--- src/rtl/mem_arbiter.sv ---
// ----------------------------------------------------------------------------
// mem_arbiter
//   Shares one memory port between the CPU control sequencer and a data-break
//   (DMA) channel. Data break has priority, but once MAX_BREAK consecutive
//   data-break grants have gone by while the CPU was waiting, the CPU gets
//   the next grant. Address, write data and operation are latched at grant.
//   The memory completion pulse (or a timeout abort) is routed back to the
//   owner as a one-cycle valid.
//
// Ports
//   clk, reset              clock; synchronous active-high reset
//   cpu_read/cpu_write      CPU request, held until cpu_valid
//   cpu_addr/cpu_wdata      CPU address / write data
//   cpu_valid               one-cycle CPU completion pulse
//   db_read/db_write        data-break request, held until db_valid
//   db_addr/db_wdata        data-break address / write data
//   db_valid                one-cycle data-break completion pulse
//   rdata                   read data, qualified by cpu_valid/db_valid
//   timeout_err             high with the valid pulse of an aborted access
//   mem_read/mem_write      memory strobes
//   mem_addr/mem_wdata      latched address / write data
//   mem_rdata/mem_ready     memory read data and one-cycle completion
// ----------------------------------------------------------------------------
module mem_arbiter #(
  parameter int AW        = 12,
  parameter int DW        = 12,
  parameter int MAX_BREAK = 4,
  parameter int TIMEOUT   = 15
) (
  input  logic          clk,
  input  logic          reset,
  input  logic          cpu_read,
  input  logic          cpu_write,
  input  logic [AW-1:0] cpu_addr,
  input  logic [DW-1:0] cpu_wdata,
  output logic          cpu_valid,
  input  logic          db_read,
  input  logic          db_write,
  input  logic [AW-1:0] db_addr,
  input  logic [DW-1:0] db_wdata,
  output logic          db_valid,
  output logic [DW-1:0] rdata,
  output logic          timeout_err,
  output logic          mem_read,
  output logic          mem_write,
  output logic [AW-1:0] mem_addr,
  output logic [DW-1:0] mem_wdata,
  input  logic [DW-1:0] mem_rdata,
  input  logic          mem_ready
);

  localparam int BW = $clog2(MAX_BREAK + 1);
  localparam int TW = (TIMEOUT > 1) ? $clog2(TIMEOUT) : 1;
  localparam logic [BW-1:0] BRK_MAX  = BW'(MAX_BREAK);
  localparam logic [TW-1:0] TMR_LAST = TW'((TIMEOUT > 0) ? TIMEOUT - 1 : 0);

  typedef enum logic [1:0] {IDLE, CPU_ACC, DB_ACC, DONE} state_t;

  state_t        r_state, w_state_nxt;
  logic [BW-1:0] r_brk_cnt, w_brk_nxt;
  logic [TW-1:0] r_tmr, w_tmr_nxt;
  logic          r_op_write;
  logic [AW-1:0] r_addr;
  logic [DW-1:0] r_wdata;

  logic w_cpu_req, w_db_req;
  logic w_grant_cpu, w_grant_db;
  logic w_finish, w_timeout, w_access;

  assign w_cpu_req = cpu_read | cpu_write;
  assign w_db_req  = db_read  | db_write;

  always_comb begin
    // NOTE: every signal written here gets a default first, so no path can
    // leave one unassigned and infer a latch.
    w_state_nxt = r_state;
    w_brk_nxt   = r_brk_cnt;
    w_tmr_nxt   = r_tmr;
    w_grant_cpu = 1'b0;
    w_grant_db  = 1'b0;
    w_finish    = 1'b0;
    w_timeout   = 1'b0;
    unique case (r_state)
      IDLE: begin
        w_tmr_nxt = '0;
        // Data break wins unless it has already had its run of grants
        // while the CPU sat waiting.
        if (w_db_req && (r_brk_cnt < BRK_MAX || !w_cpu_req)) begin
          w_grant_db  = 1'b1;
          w_state_nxt = DB_ACC;
          w_brk_nxt   = w_cpu_req ? r_brk_cnt + BW'(1) : '0;
        end else if (w_cpu_req) begin
          w_grant_cpu = 1'b1;
          w_state_nxt = CPU_ACC;
          w_brk_nxt   = '0;
        end else begin
          w_brk_nxt   = '0;
        end
      end
      CPU_ACC, DB_ACC: begin
        w_tmr_nxt = r_tmr + TW'(1);
        if (mem_ready) begin
          w_finish = 1'b1;
        end else if (TIMEOUT != 0 && r_tmr == TMR_LAST) begin
          w_finish  = 1'b1;
          w_timeout = 1'b1;
        end
        if (w_finish) w_state_nxt = DONE;
      end
      DONE: begin
        w_tmr_nxt   = '0;
        w_state_nxt = IDLE;
      end
      default: w_state_nxt = IDLE;
    endcase
  end

  // Strobes decode the registered state, so a reset mid-access drops them
  // on the following cycle; the completion outputs are masked by reset so an
  // access cut short never reports.
  assign w_access    = (r_state == CPU_ACC) || (r_state == DB_ACC);
  assign mem_read    = w_access & ~r_op_write;
  assign mem_write   = w_access &  r_op_write;
  assign mem_addr    = r_addr;
  assign mem_wdata   = r_wdata;
  assign cpu_valid   = w_finish & (r_state == CPU_ACC) & ~reset;
  assign db_valid    = w_finish & (r_state == DB_ACC)  & ~reset;
  assign timeout_err = w_timeout & ~reset;
  assign rdata       = (w_finish & mem_ready & ~r_op_write & ~reset) ? mem_rdata : '0;

  // NOTE: state registers use non-blocking assignments so every register
  // samples pre-edge values regardless of statement order.
  always_ff @(posedge clk) begin
    // NOTE: the latched address/data are reset too, since mem_addr and
    // mem_wdata are visible outputs that must read 0 out of reset.
    if (reset) begin
      r_state    <= IDLE;
      r_brk_cnt  <= '0;
      r_tmr      <= '0;
      r_op_write <= 1'b0;
      r_addr     <= '0;
      r_wdata    <= '0;
    end else begin
      r_state   <= w_state_nxt;
      r_brk_cnt <= w_brk_nxt;
      r_tmr     <= w_tmr_nxt;
      if (w_grant_cpu) begin
        r_op_write <= cpu_write;
        r_addr     <= cpu_addr;
        r_wdata    <= cpu_wdata;
      end else if (w_grant_db) begin
        r_op_write <= db_write;
        r_addr     <= db_addr;
        r_wdata    <= db_wdata;
      end
    end
  end

endmodule

--- config.mk ---
export PLATFORM = sky130hd
export DESIGN_NAME = mem_arbiter
export DESIGN_NICKNAME = d
export VERILOG_FILES = /design/src/rtl/mem_arbiter.sv
export SDC_FILE = /design/constraint.sdc
export NUM_CORES = 1
export LEC_CHECK = 0
export CAP_MARGIN = 15
export CORE_MARGIN = 1
export CORE_UTILIZATION = 35
export CTS_CLUSTER_SIZE = 25
export DETAILED_ROUTE_END_ITERATION = 6
export PLACE_DENSITY_LB_ADDON = 0.2
export SLEW_MARGIN = 20
export SYNTH_ARGS = -nofsm -noshare
export SYNTH_HDL_FRONTEND = slang
export SYNTH_SLANG_ARGS = --single-unit
--- constraint.sdc ---
create_clock -name clk -period 1.9 [get_ports clk]
set_input_delay 0.285 -clock clk [delete_from_list [all_inputs] [get_ports clk]]
set_output_delay 0.285 -clock clk [all_outputs]
set_load 0.005 [all_outputs]
==> flow_summary.toml, run 1 <==
[status]
status = "finished, violations left"
violations = "design-rule violations, negative setup slack"

[global_route]
overflow = 0
grt_pass1_vias = 1805
grt_max_degree = 35
grt_pass1_wl_um = 8140
antenna_found_initial = 0
track_usage = 0.204

[sta]
maxSlewHeadroom = 0.759
rsz0062_at_grt = "true"
clock.fmax_mhz = 487
finClkSkew_ns = 0.00457
hold_viol = 0
hold_ws_ns = 0.466
worst_pin_slew_ns = 0.362
period_needed_ns = 2.05
fin_crit_sh = 1.08
drv_slew = 0
setup_ws_ns = -0.153
setup_violations = 11

[routing]
drt-initial-drc-count = 127
drt.antenna.violating_nets = 0
vias = 1861
viasPerCell = 5.26
wl_per_cell_um = 14.6
drt_first_pass_iters = 6
routed_wl_um = 5170
drc_errors = 9

[placement]
io_buffers = 107
finalWeightedCongestion = 0.792
place_area_um2 = 2940
dp_hpwl_um = 3580
dp_slack_ns = -0.289
dp.cells = 337

[synth]
synth.largest_area_cell = "dfxtp_1"
yosys_warnings = 0
synth.area.top_cells = "dfxtp_1 40%, a221o_1 14%, nor3b_1 11%"
syn_avg_cell_area_um2 = 10.0
ys.flop_type = "dfxtp_1"
netlist_instances = 168
synth_area_um2 = 1680
synth-seq-cells = 34
syn_nets = 242
synth_edf_count = 0
synth_top_area_share = 0.405
yosysSeqAreaShare = 0.405
async_flop_share = 0
yosysUniqueCellTypes = 37

[layout]
final_area_um2 = 3180
stdcell_count = 354
areaGrowthSynthToFinish_pct = 89.1
mostFrequentLayoutCell = "clkdlybuf4s50_1"
drive_above_1_share = 0.248
final_cell_mix = "90 x clkdlybuf4s50_1, 32 x dfxtp_1, 25 x buf_4"
n_fill_cell = 352
antennaDiodeCount = 0
nNetsFinal = 376

[power]
p_leak_nw = 1.30
finalPower_mw = 3.64
ir_worst_vdd_v = 0.000621
power_density_nw_per_um2 = 1140

[cts]
ctsHoldBuffers = 0
root_buffer = "clkbuf_8"
clk-insertion-delay-late_ns = 0.28
path_clk_slew_ns = 0.07
clock_sinks = 34
numCtsBuffers = 5
cts_tree = "built"
cts.path.max_buffers = 2
cts_max_level = 2

[setup_path]
cp.arrival_ns = 1.77
rr_startpoint = "r_state[1]"
required_ns = 1.62
ff2ff_path_depth = 7
start_kind = "flip-flop"
rr_endpoint = "r_state[1]"
regToRegSetupSlack_ns = 0.25
endpoint_kind = "primary output"
critPathMaxFanout = 3
path_class = "reg2out"

[floorplanning]
core_area_um2 = 4470
num_rows = 24
die_h_um = 71.3
die_w_um = 71.3
fp.dieArea_um2 = 5090
io_pins = 108
start_util = 0.376

[worst_hold_path]
hold_end = "r_tmr[0]"
hold_start = "r_tmr[0]"
hold_class = "reg2reg"
hold_depth = 1

[job]
drv_cap = 0
-- registers in the layout, indices dropped and copies added (netlist names) --
name        cells
r_op_write      1
mem_wdata      12
r_tmr           4
r_state         2
mem_addr       12
r_brk_cnt       3
-- repair_timing --
item                       CTS  global route
resized for setup           79            16
pin swaps                   11             5
setup buffers                8             2
cloned                       1             0
setup endpoints to repair   17            16
-- synth_stat cells (2+ instances only) --
library cell,n
a21oi_1,2
nand2b_1,2
clkbuf_1,5
buf_2,5
nor2b_1,3
a221o_1,24
dfxtp_1,34
nor3b_1,25
nand3_1,2
buf_6,3
ha_1,7
and2_1,15
nor2_1,9
and3_1,2
nand2_1,2
inv_1,4
a31oi_1,3
a32oi_1,2
-- power by group --
group / internal, mW / switching [mW] / leakage [nW]
logic: 1.18 / 0.755 / 0.961
clock network: 0.419 / 0.247 / 0.0573
registers: 0.925 / 0.113 / 0.281
-- worst max-delay path by stage --
stage,startpoint,end,slack [ns],depth (start not counted)
4_1_cts,r_state[0],rdata[9],-0.13,9
6_report,r_state[1],rdata[9],-0.15,9
5_1_grt,r_state[1],rdata[9],-0.22,9
3_3_place_gp,reset,rdata[4],-0.27,6
2_1_floorplan,r_state[0],rdata[10],0.14,6
3_5_place_dp,reset,rdata[9],-0.29,6
-- area by class of cell --
| type | count | area [µm²] | share of cell area |
|---|---|---|---|
| clock inverters | 1 | 30.0 | 0.00944 |
| clock buffers | 6 | 82.6 | 0.0260 |
| well taps | 52 | 65.1 | 0.0205 |
| flip-flops and latches | 34 | 683 | 0.215 |
| multi-input cells | 117 | 977 | 0.307 |
| inverters | 4 | 15.0 | 0.00472 |
| repair buffers | 140 | 1330 | 0.417 |
-- cell families after synthesis --
family,synth area share
simple gates,0.260
compound gates,0.212
flops,0.405
buf+inv,0.0551
fa+ha+maj,0.0521
xor+xnor,0.0104
mux,0.00595
-- stage by stage --
stage / util / TNS, ns
2_1_floorplan: - / 0
3_3_place_gp: 0.657 / -7.07
3_5_place_dp: 0.657 / -7.55
4_1_cts: 0.696 / -0.787
5_1_grt: 0.711 / -1.70
6_report: 0.711 / -0.996
-- metal layers --
metal | vias to the layer above | wire (µm) | GRT usage
li1 | 902 | - | -
met1 | 879 | 2080 | 0.233
met2 | 75 | 2560 | 0.345
met3 | 5 | 468 | 0.0689
met4 | 0 | 65 | 0.0956
met5 | - | 0 | 0
-- critical path: stages, from the launching register on --
cell and delay, ns:
dfxtp_2 0.34, inv_2 0.05, ha_4 0.27, nand2b_4 0.06, nor3b_4 0.19, buf_4 0.16, buf_6 0.10, buf_6 0.09
and2_1 0.11, buf_2 0.11
Power figures use the tool's default switching activity.
==> run 2, diff against run 1 <==
--- a/config.mk
+++ b/config.mk
@@ -10,6 +10,7 @@
 export CORE_UTILIZATION = 35
 export CTS_CLUSTER_SIZE = 25
 export DETAILED_ROUTE_END_ITERATION = 6
+export DONT_BUFFER_PORTS = 1
 export PLACE_DENSITY_LB_ADDON = 0.2
 export SLEW_MARGIN = 20
 export SYNTH_ARGS = -nofsm -noshare
==> flow_summary.toml, run 2 (synthesized netlist as in run 1, its figures left out) <==
[setup_path]
crit_chain = "inv_4 -> ha_4 -> nand2b_4 -> nor3b_4 -> buf_6 -> and2_4"
critPathMaxFanout = 6
required_ns = 1.62
path_class = "reg2out"
endpoint_kind = "primary output"
slowest_stage = "dfxtp_4"
start_kind = "flip-flop"
cpPeakStageDelay_ns = 0.37
cp.arrival_ns = 1.54
regToRegSetupSlack_ns = 0.31

[cts]
cts.path.max_buffers = 2
numCtsBuffers = 5
cts_tree = "built"
clk-insertion-delay-late_ns = 0.28
cts_max_level = 2
root_buffer = "clkbuf_8"
path_clk_slew_ns = 0.07
clock_sinks = 34

[global_route]
overflow = 0
track_usage = 0.162
grt_pass1_vias = 1366
antenna_found_initial = 0
grt_pass1_wl_um = 6380
grt_max_degree = 36

[power]
ir_worst_vdd_v = 0.000532
power_density_nw_per_um2 = 1430
p_leak_nw = 0.733

[sta]
hold_viol = 0
finClkSkew_ns = 0.00483
drv_slew = 0
clock.fmax_mhz = 549
maxSlewHeadroom = 0.739
period_needed_ns = 1.82
setup_violations = 0
setup_ws_ns = 0.0771
rsz0062_at_grt = "true"
worst_pin_slew_ns = 0.389
fin_crit_sh = 0.959

[floorplanning]
start_util = 0.376
die_w_um = 71.3
num_rows = 24
die_h_um = 71.3
core_area_um2 = 4470
io_pins = 108
fp.dieArea_um2 = 5090

[layout]
stdcell_count = 225
areaGrowthSynthToFinish_pct = 15.2
drive_above_1_share = 0.225
mostFrequentLayoutCell = "dfxtp_1"
nNetsFinal = 246
antennaDiodeCount = 0
final_cell_mix = "32 x dfxtp_1, 24 x nor3b_1, 24 x a221o_1"
final_area_um2 = 1940

[status]
status = "finished, violations left"
violations = "design-rule violations"

[routing]
drt-initial-drc-count = 58
drc_errors = 9
routed_wl_um = 4070
vias = 1412
drt.antenna.violating_nets = 0
viasPerCell = 6.28
drt_first_pass_iters = 7
wl_per_cell_um = 18.1

[job]
drv_cap = 0

[placement]
place_area_um2 = 1740
dp_slack_ns = 0.106
finalWeightedCongestion = 0.782
io_buffers = 0
dp.cells = 213
dp_hpwl_um = 2910

[worst_hold_path]
hold_class = "in2reg"
==> run 2: what timing repair did <==
action,4_1_cts,5_1_grt
cloned,1,0
pin swaps,1,14
endpoints found under the setup margin,12,36
gates resized for setup,4,22
buffers inserted,2,1
hold buffers,0,0
==> run 2: critical path, delay by kind of cell, from the launching register on <==
family | cells | cell delay, ns
and+or+nand+nor | 3 | 0.43
adders and majority gates | 1 | 0.27
buffers and inverters | 2 | 0.20
DFF | 1 | 0.37
==> run 2: layout make-up <==
class	instances	area (µm²)
Clock buffer	7	86.3
Sequential cell	34	686
Multi-Input combinational cell	117	970
Fill cell	418	2540
Tap cell	52	65.1
Inverter	4	17.5
Timing Repair Buffer	10	108
Clock inverter	1	5.00
==> run 2: worst paths after layout <==
path	startpoint	endpoint	cells after the start
min reg2reg	r_tmr[0]	r_tmr[0]	1
min	reset	r_brk_cnt[1]	1
max	r_state[1]	rdata[5]	6
max reg2reg	r_state[1]	mem_addr[6]	6
==> run 2: per-layer routing <==
metal | share of wire | GRT usage
met1 | 0.38 | 0.171
met2 | 0.52 | 0.298
met3 | 0.090 | 0.0534
met4 | 0.014 | 0.0600
met5 | 0 | 0
==> run 2: where the power goes <==
| group | leakage (nW) | switching (mW) | internal (mW) | total [mW] |
|---|---|---|---|---|
| Combinational | 0.404 | 0.539 | 0.600 | 1.14 |
| Clock | 0.0482 | 0.251 | 0.292 | 0.544 |
| Sequential | 0.281 | 0.158 | 0.929 | 1.09 |
| Total | 0.733 | 0.949 | 1.82 | 2.77 |
==> run 2: metrics by stage <==
| step | utilization | hold WS (ns) | power (mW) | setup TNS, ns |
|---|---|---|---|---|
| 5_1_grt | 0.433 | 0.0539 | 2.98 | -0.171 |
| 3_3_place_gp | 0.389 | 0.361 | 2.02 | 0 |
| 2_1_floorplan | - | 0.423 | 1.81 | 0 |
| 3_5_place_dp | 0.389 | 0.366 | 2.07 | 0 |
| 4_1_cts | 0.415 | 0.0587 | 2.66 | 0 |
| 6_report | 0.433 | 0.0753 | 2.77 | 0 |
